## src/rtl/dcs_sink_pkg.sv

```systemverilog
// ============================================================================
// dcs_sink_pkg : DCS opcodes and decoder state encodings for dcs_sink
// Rev 1.0
// ============================================================================
`default_nettype none

package dcs_sink_pkg;

  localparam logic [7:0] c_dcs_swreset = 8'h01;
  localparam logic [7:0] c_dcs_caset   = 8'h2A;
  localparam logic [7:0] c_dcs_raset   = 8'h2B;
  localparam logic [7:0] c_dcs_ramwr   = 8'h2C;

  typedef enum logic [2:0] {
    ST_IDLE  = 3'd0,
    ST_CASET = 3'd1,
    ST_RASET = 3'd2,
    ST_RAMWR = 3'd3,
    ST_SKIP  = 3'd4
  } dcs_state_t;

endpackage

`default_nettype wire

```

## src/rtl/dcs_sink_spi_byte_rx.sv

```systemverilog
// ============================================================================
// spi_byte_rx : oversampling SPI mode-0 byte deserialiser with D/C tag
// Rev 1.0
// ============================================================================
`default_nettype none

module spi_byte_rx (
  input  logic       clock,
  input  logic       reset,
  input  logic       cs_n,
  input  logic       sck,
  input  logic       dc,
  input  logic       mosi,
  output logic       byte_valid,
  output logic [7:0] byte_data,
  output logic       byte_dc
);

  logic       r_cs_meta, r_cs_sync;
  logic       r_sck_meta, r_sck_sync, r_sck_prev;
  logic       r_dc_meta, r_dc_sync;
  logic       r_mosi_meta, r_mosi_sync;
  logic       r_edge, r_edge_mosi, r_edge_dc;
  logic [6:0] r_shift;
  logic [2:0] r_cnt;

  always_ff @(posedge clock or posedge reset) begin
    if (reset) begin
      r_cs_meta   <= 1'b1;
      r_cs_sync   <= 1'b1;
      r_sck_meta  <= 1'b0;
      r_sck_sync  <= 1'b0;
      r_sck_prev  <= 1'b0;
      r_dc_meta   <= 1'b0;
      r_dc_sync   <= 1'b0;
      r_mosi_meta <= 1'b0;
      r_mosi_sync <= 1'b0;
      r_edge      <= 1'b0;
      r_edge_mosi <= 1'b0;
      r_edge_dc   <= 1'b0;
      r_shift     <= '0;
      r_cnt       <= '0;
      byte_valid  <= 1'b0;
      byte_data   <= '0;
      byte_dc     <= 1'b0;
    end else begin
      r_cs_meta   <= cs_n;
      r_cs_sync   <= r_cs_meta;
      r_sck_meta  <= sck;
      r_sck_sync  <= r_sck_meta;
      r_sck_prev  <= r_sck_sync;
      r_dc_meta   <= dc;
      r_dc_sync   <= r_dc_meta;
      r_mosi_meta <= mosi;
      r_mosi_sync <= r_mosi_meta;
      // mosi and dc are captured alongside the edge flag so they stay aligned
      r_edge      <= r_sck_sync & ~r_sck_prev & ~r_cs_sync;
      r_edge_mosi <= r_mosi_sync;
      r_edge_dc   <= r_dc_sync;
      byte_valid  <= 1'b0;
      if (r_cs_sync) begin
        r_cnt <= '0;
      end else if (r_edge) begin
        r_shift <= {r_shift[5:0], r_edge_mosi};
        r_cnt   <= r_cnt + 3'd1;
        if (r_cnt == 3'd7) begin
          byte_valid <= 1'b1;
          byte_data  <= {r_shift, r_edge_mosi};
          byte_dc    <= r_edge_dc;
        end
      end
    end
  end

endmodule

`default_nettype wire

```

## src/rtl/dcs_sink.sv

```systemverilog
// ============================================================================
// dcs_sink : DCS command decoder with windowed RGB565 pixel-write output
// Rev 1.0
// ============================================================================
`default_nettype none

module dcs_sink
  import dcs_sink_pkg::*;
#(
  parameter int AW     = 9,
  parameter int WIDTH  = 240,
  parameter int HEIGHT = 240
) (
  input  logic          clock,
  input  logic          reset,
  input  logic          cs_n,
  input  logic          sck,
  input  logic          dc,
  input  logic          mosi,
  output logic          cmd_valid,
  output logic [7:0]    cmd,
  output logic          pixel_valid,
  output logic [AW-1:0] x,
  output logic [AW-1:0] y,
  output logic [15:0]   color
);

  localparam logic [AW-1:0] c_xe_def = AW'(WIDTH - 1);
  localparam logic [AW-1:0] c_ye_def = AW'(HEIGHT - 1);
  localparam logic [AW-1:0] c_one    = AW'(1);

  logic          w_byte_valid;
  logic [7:0]    w_byte;
  logic          w_byte_dc;
  logic [AW-1:0] w_coord;

  dcs_state_t    r_state, w_state_nx;
  logic [1:0]    r_idx, w_idx_nx;
  logic [AW-1:0] r_xs, r_xe, r_ys, r_ye;
  logic [AW-1:0] r_new_s;
  logic [7:0]    r_par_hi;
  logic [AW-1:0] r_cx, r_cy;
  logic          r_half;
  logic [7:0]    r_hi;

  spi_byte_rx u_rx (
    .clock      (clock),
    .reset      (reset),
    .cs_n       (cs_n),
    .sck        (sck),
    .dc         (dc),
    .mosi       (mosi),
    .byte_valid (w_byte_valid),
    .byte_data  (w_byte),
    .byte_dc    (w_byte_dc)
  );

  assign w_coord = AW'({r_par_hi, w_byte});

  always_ff @(posedge clock or posedge reset) begin
    if (reset) begin
      r_state <= ST_IDLE;
      r_idx   <= '0;
    end else begin
      r_state <= w_state_nx;
      r_idx   <= w_idx_nx;
    end
  end

  always_comb begin
    w_state_nx = r_state;
    w_idx_nx   = r_idx;
    if (w_byte_valid) begin
      if (!w_byte_dc) begin
        w_idx_nx = '0;
        case (w_byte)
          c_dcs_caset:   w_state_nx = ST_CASET;
          c_dcs_raset:   w_state_nx = ST_RASET;
          c_dcs_ramwr:   w_state_nx = ST_RAMWR;
          c_dcs_swreset: w_state_nx = ST_IDLE;
          default:       w_state_nx = ST_SKIP;
        endcase
      end else if (r_state == ST_CASET || r_state == ST_RASET) begin
        if (r_idx == 2'd3) begin
          w_state_nx = ST_IDLE;
        end
        w_idx_nx = r_idx + 2'd1;
      end
    end
  end

  always_ff @(posedge clock or posedge reset) begin
    if (reset) begin
      cmd_valid   <= 1'b0;
      cmd         <= '0;
      pixel_valid <= 1'b0;
      x           <= '0;
      y           <= '0;
      color       <= '0;
      r_xs        <= '0;
      r_xe        <= c_xe_def;
      r_ys        <= '0;
      r_ye        <= c_ye_def;
      r_new_s     <= '0;
      r_par_hi    <= '0;
      r_cx        <= '0;
      r_cy        <= '0;
      r_half      <= 1'b0;
      r_hi        <= '0;
    end else begin
      cmd_valid   <= 1'b0;
      pixel_valid <= 1'b0;
      if (w_byte_valid && !w_byte_dc) begin
        cmd_valid <= 1'b1;
        cmd       <= w_byte;
        r_half    <= 1'b0;
        if (w_byte == c_dcs_ramwr) begin
          r_cx <= r_xs;
          r_cy <= r_ys;
        end
        if (w_byte == c_dcs_swreset) begin
          r_xs <= '0;
          r_xe <= c_xe_def;
          r_ys <= '0;
          r_ye <= c_ye_def;
        end
      end else if (w_byte_valid) begin
        case (r_state)
          ST_CASET, ST_RASET: begin
            // start/end are staged and committed together on the last byte
            case (r_idx)
              2'd1:    r_new_s  <= w_coord;
              2'd3: begin
                if (r_state == ST_CASET) begin
                  r_xs <= r_new_s;
                  r_xe <= w_coord;
                end else begin
                  r_ys <= r_new_s;
                  r_ye <= w_coord;
                end
              end
              default: r_par_hi <= w_byte;
            endcase
          end
          ST_RAMWR: begin
            if (!r_half) begin
              r_hi   <= w_byte;
              r_half <= 1'b1;
            end else begin
              r_half      <= 1'b0;
              pixel_valid <= 1'b1;
              x           <= r_cx;
              y           <= r_cy;
              color       <= {r_hi, w_byte};
              if (r_cx == r_xe) begin
                r_cx <= r_xs;
                r_cy <= (r_cy == r_ye) ? r_ys : r_cy + c_one;
              end else begin
                r_cx <= r_cx + c_one;
              end
            end
          end
          default: ;
        endcase
      end
    end
  end

endmodule

`default_nettype wire
```

## config.mk

```make
export PLATFORM = sky130hd
export DESIGN_NAME = dcs_sink
export DESIGN_NICKNAME = d
export VERILOG_FILES = /design/src/rtl/dcs_sink_pkg.sv /design/src/rtl/dcs_sink_spi_byte_rx.sv /design/src/rtl/dcs_sink.sv
export SDC_FILE = /design/constraint.sdc
export NUM_CORES = 1
export LEC_CHECK = 0
export ABC_CLOCK_PERIOD_IN_PS = 9600
export BUFFER_PORTS_ARGS = -buffer_cell sky130_fd_sc_hd__buf_4
export CAP_MARGIN = 20
export CORE_MARGIN = 8
export CORE_UTILIZATION = 45
export CTS_CLUSTER_SIZE = 14
export DETAILED_ROUTE_END_ITERATION = 8
export PLACE_DENSITY = 0.67
export SKIP_CTS_REPAIR_TIMING = 1
export SLEW_MARGIN = 15
export SYNTH_ARGS = -nofsm -noshare
export SYNTH_HDL_FRONTEND = slang
export SYNTH_SLANG_ARGS = --single-unit
```

## constraint.sdc

```tcl
create_clock -name clock -period 9.6 [get_ports clock]
set_input_delay 2.4 -clock clock [delete_from_list [all_inputs] [get_ports clock]]
set_output_delay 2.4 -clock clock [all_outputs]
set_load 0.005 [all_outputs]
```

; Yosys cells after proc, flatten, opt, wreduce, memory -nomap -nowiden
; Cells that the tools add are included.
[classes]
n_addsub = 4
n_eq_ne = 17
muxes = 55
n_bitwise = 7
n_reduce_logical = 26
[op_table]
columns = cell, count
row1 = 9-bit two-way mux, 35
row2 = "8-bit by 6-bit equality test with 1-bit output, second input constant", 3
row3 = 4-bit AND reduction, 5
row4 = "9-bit by 1-bit adder with 9-bit output, second input constant", 2
row5 = 9-bit equality test, 2
row6 = 2-bit nonzero test, 8
row7 = 3-bit two-way mux, 5
row8 = 5-bit AND reduction, 3
row9 = 1-bit two-way mux, 12
row10 = 3-bit one-hot mux with 4 select lines, 1
row11 = "8-bit by 1-bit equality test with 1-bit output, second input constant", 1
row12 = "3-bit by 2-bit equality test with 1-bit output, second input constant", 2
row13 = "2-bit != test, second input constant", 3
row14 = 2-bit AND reduction, 3
row15 = 3-bit AND reduction, 2
row16 = 1-bit NOT, 5
row17 = 2-bit two-way mux, 2
row18 = "2-bit by 1-bit != test with 1-bit output, second input constant", 2
row19 = 2-bit OR reduction, 2
row20 = "3-bit by 1-bit adder with 3-bit output, second input constant", 1
row21 = "3-bit by 1-bit equality test with 1-bit output, second input constant", 1
row22 = "3-bit equality test, second input constant", 1
row23 = "2-bit by 1-bit adder with 2-bit output, second input constant", 1
row24 = 1-bit AND, 2
row25 = other kinds (5), 5
[word_totals]
regBits = 154
inputBits = 6
word_cells = 144

; Logic depth before layout (Yosys ltp)
[logic_depth]
word_depth = 7
mapped_depth = 8
mapped_depth_nobuf = 6

; Hierarchy
; Synthesis repeated with hierarchy kept, for this count alone.
[hier_totals]
hier_cells = 558
hier_area_um2 = 6717.7
[modules_own_cells]
columns = module, n_inst, cells_per_inst, area_per_inst_um2
row1 = dcs_sink, 1, 494, 5561.6
row2 = spi_byte_rx, 1, 64, 1156.1

; Worst setup path after synthesis
; OpenSTA, ideal clock, no wires.
[synth_path]
kind = register to output
from = register cmd[0]
to = output port cmd[0]
arrival_time_ps = 362
required_time_ps = 7200
slack_ps = 6838
stages_incl_launch_ff = 1
path_buffers = 0
cell_sequence = dfrtp_1
[synth_lines]
columns = item, line_no
row1 = start: declaration, dcs_sink.sv:21  ; output logic [7:0] cmd,
row2 = start signal: assignment, dcs_sink.sv:115  ; cmd <= w_byte;
; No word-level cell between the ends.

; Final worst setup path
[layout_path]
from = register cmd[5]
to = output port cmd[5]
; No word-level cell between the ends.

==> impl_metrics.toml <==
[routing]
drc = 0
dr.first_iter.drc_count = 370
vias = 4331
ant_nets = 0
routed_wl_mm = 13.5
first_pass_iters = 4
wl_per_cell_um = 16.6
viasPerCell = 5.33

[die]
chipHeight_um = 137
ios = 50
design.core.area_um2 = 14400
dieArea_um2 = 18800
core.rowCount = 44
die-width_um = 137
start_util_pct = 45.8

[setup_path]
crit_fanout = 2
critPathKind = "reg -> out"
cp_cell_sequence = "buf_4"
rr_worst_depth = 7
critPathBufInv = 1
crit_path_top_delay_cell = "dfrtp_1"
required_ns = 7.20
reg2reg_slack_ns = 6.77
critPathMaxStageDelay_ns = 0.38
arrival_ns = 0.95
endpoint_kind = "primary output"
r2r-end = "r_cx[7]$_DFFE_PP0P_"
path_delay_family = "flip-flops"
crit_path_start_kind = "register"
r2r-start = "u_rx.byte_dc$_DFFE_PP0P_"

[logic_synthesis]
synth_cell_types = 49
netlist_area_um2 = 6600
async_flop_share_pct = 100
synth_edf_count = 0
synth_area_per_cell_um2 = 11.4
ys.flop_type = "dfrtp_1"
synth_nets = 589
ys_seq_area_share_pct = 58.7
ys_warn_count = 0
ys_ff_latch = 154
postSynthCellCount = 577

[finish]
drive_gt1_share_pct = 26.7
design_area_um2 = 7750
area_growth_pct = 17.4
mostFrequentLayoutCell = "dfrtp_1"
final_cell_mix = "dfrtp_1, nand2_1, mux2_2"
diodes = 0
fin_cells = 813
num-nets-final = 628

[place]
place_hpwl_mm = 8.89
port_buffers = 49
globalplace.congestion = 0.831
dpl.cell_count = 780
postPlaceCellArea_um2 = 7070

[sta]
rsz0062_at_grt = "no"
tns_ns = 0
fin_skew_ns = 0.0113
fin_crit_ns = 3.35
finalMaxSlewViolations = 0
hold_viol_final = 0
fin_crit_sh_pct = 34.9
max_freq_ghz = 0.298
relSlewSlack_pct = 31.7
tightest_slew_ns = 1.02
setup_violations = 0

[power_and_ir_drop]
power_frac_comb_pct = 1.7
power.total_uw = 1420
power_frac_clock_pct = 51.4
p_seq_share_pct = 46.9
ir_drop_mv = 0.0994
swShare_pct = 19.5
power_switching_uw = 277
power_density_nw_per_um2 = 183
cellLeakagePower_uw = 0.00382
p_int_uw = 1140

[clock_network]
clk_latency_ns = 0.42
cts.clk_slew.worst_paths_ns = 0.06
cts.sinks = 154
cts.htree.levels = 4
cts_tree = "done"
cts_root_buf = "clkbuf_16"
cts_buffer_depth = 2
cts_buffers = 17

[outcome]
run_status = "completed"

[grt]
grt_pass1_wl_mm = 22.6
antenna_found_initial = 0
grt_pass1_vias = 4384
grtUsageTotal_pct = 15.4
grt_max_degree = 84
grt_overflow_total = 0

[worst_hold_path]
min-delay-start = "u_rx.r_dc_meta$_DFF_PP0_"
hp-class = "reg -> reg"
hold-path-endpoint = "u_rx.r_dc_sync$_DFF_PP0_"
hold_depth = 0

[flow_run]
cap_violations = 0
flip-flops by register name, indices dropped and copies added (netlist names), 7 cells and up:
register	flops
r_xe	9
x	9
u_rx.r_shift	7
cmd	8
r_hi	8
r_new_s	9
y	9
color	16
r_ys	9
r_cy	9
u_rx.byte_data	8
r_cx	9
r_xs	9
r_ye	9
metal layers:
layer  vias to the layer above  track usage, %  share of wire, %
li1                       2074               -                 -
met1                      2156            19.7                45
met2                        91            23.9                49
met3                        10            4.77               4.9
met4                         0            5.79              0.80
met5                         -               0                 0
stage by stage:
step / worst slack (ns) / hold WS, ns / utilization (%)
after floorplan: 3.08 / 0.331 / -
after global placement: 5.59 / 0.333 / 49.0
after detailed placement: 5.52 / 0.336 / 49.0
after CTS: 5.97 / 0.350 / 53.6
after global routing: 6.14 / 0.360 / 53.8
final: 6.25 / 0.348 / 53.8
power by group through the flow:
stage          registers [µW]  logic, µW  clock network [µW]
2_1_floorplan             676       17.8                   0
3_3_place_gp              677       22.8                   0
3_5_place_dp              678       23.8                   0
4_1_cts                   666       23.9                 744
5_1_grt                   668       27.4                 778
6_report                  667       23.9                 730
final cells by class:
| class | count | area [µm²] |
|---|---|---|
| fillers | 1237 | 6670 |
| clock inverters | 12 | 195 |
| well taps | 184 | 230 |
| multi-input cells | 378 | 2520 |
| flip-flops and latches | 154 | 3870 |
| repair buffers | 55 | 433 |
| clock buffers | 20 | 457 |
| inverters | 10 | 42.5 |
cells in the mapped netlist, types with 6 or more instances:
master     instances  area (µm²)
dfrtp_1          138        3450
nand2_1          123         462
mux2_2            57         642
o21ai_0           25         125
nor2_1            20        75.1
clkbuf_1          19        71.3
xor2_1            18         158
dfstp_2           16         420
o22a_1            15         131
nand3_1           14        70.1
a22o_1            13         114
mux2i_1           11         110
buf_2             10        50.1
a21oi_1            9        45.0
a211oi_1           8        60.1
and3_1             8        50.1
inv_1              8        30.0
nor3_1             7        35.0
a2bb2oi_1          6        52.6
ha_1               6        75.1
worst max path at each step:
stage                                   from                   to  slack, ns  depth (start not counted)
after floorplan                        reset   cmd[0]$_DFFE_PP0P_       3.08                          1
after global placement                 reset     y[1]$_DFFE_PP0P_       5.59                          3
after detailed placement               reset     y[1]$_DFFE_PP0P_       5.52                          3
after CTS                              reset     y[8]$_DFFE_PP0P_       5.97                          3
after global routing                   reset  r_ye[2]$_DFFE_PP1P_       6.14                          4
final                     cmd[5]$_DFFE_PP0P_               cmd[5]       6.25                          1
kinds of logic (layout without fill, tap and decap cells):
logic type | after synthesis | count (layout) | share of synthesized area, %
fa+ha+maj | 6 | 6 | 1.14
flops | 154 | 154 | 58.7
buf+inv | 45 | 97 | 3.16
compound gates | 85 | 85 | 9.30
simple gates | 198 | 198 | 13.6
mux | 68 | 68 | 11.4
xor+xnor | 21 | 21 | 2.79
worst register-to-register path: stages, from the launching register on:
cell      delay (ns)
dfrtp_1         0.49
nand2b_1        0.15
buf_4           0.27
inv_1           0.23
buf_4           0.25
a31oi_4         0.69
mux2_2          0.43
o22a_1          0.21
(Power assumes the default switching activity.)
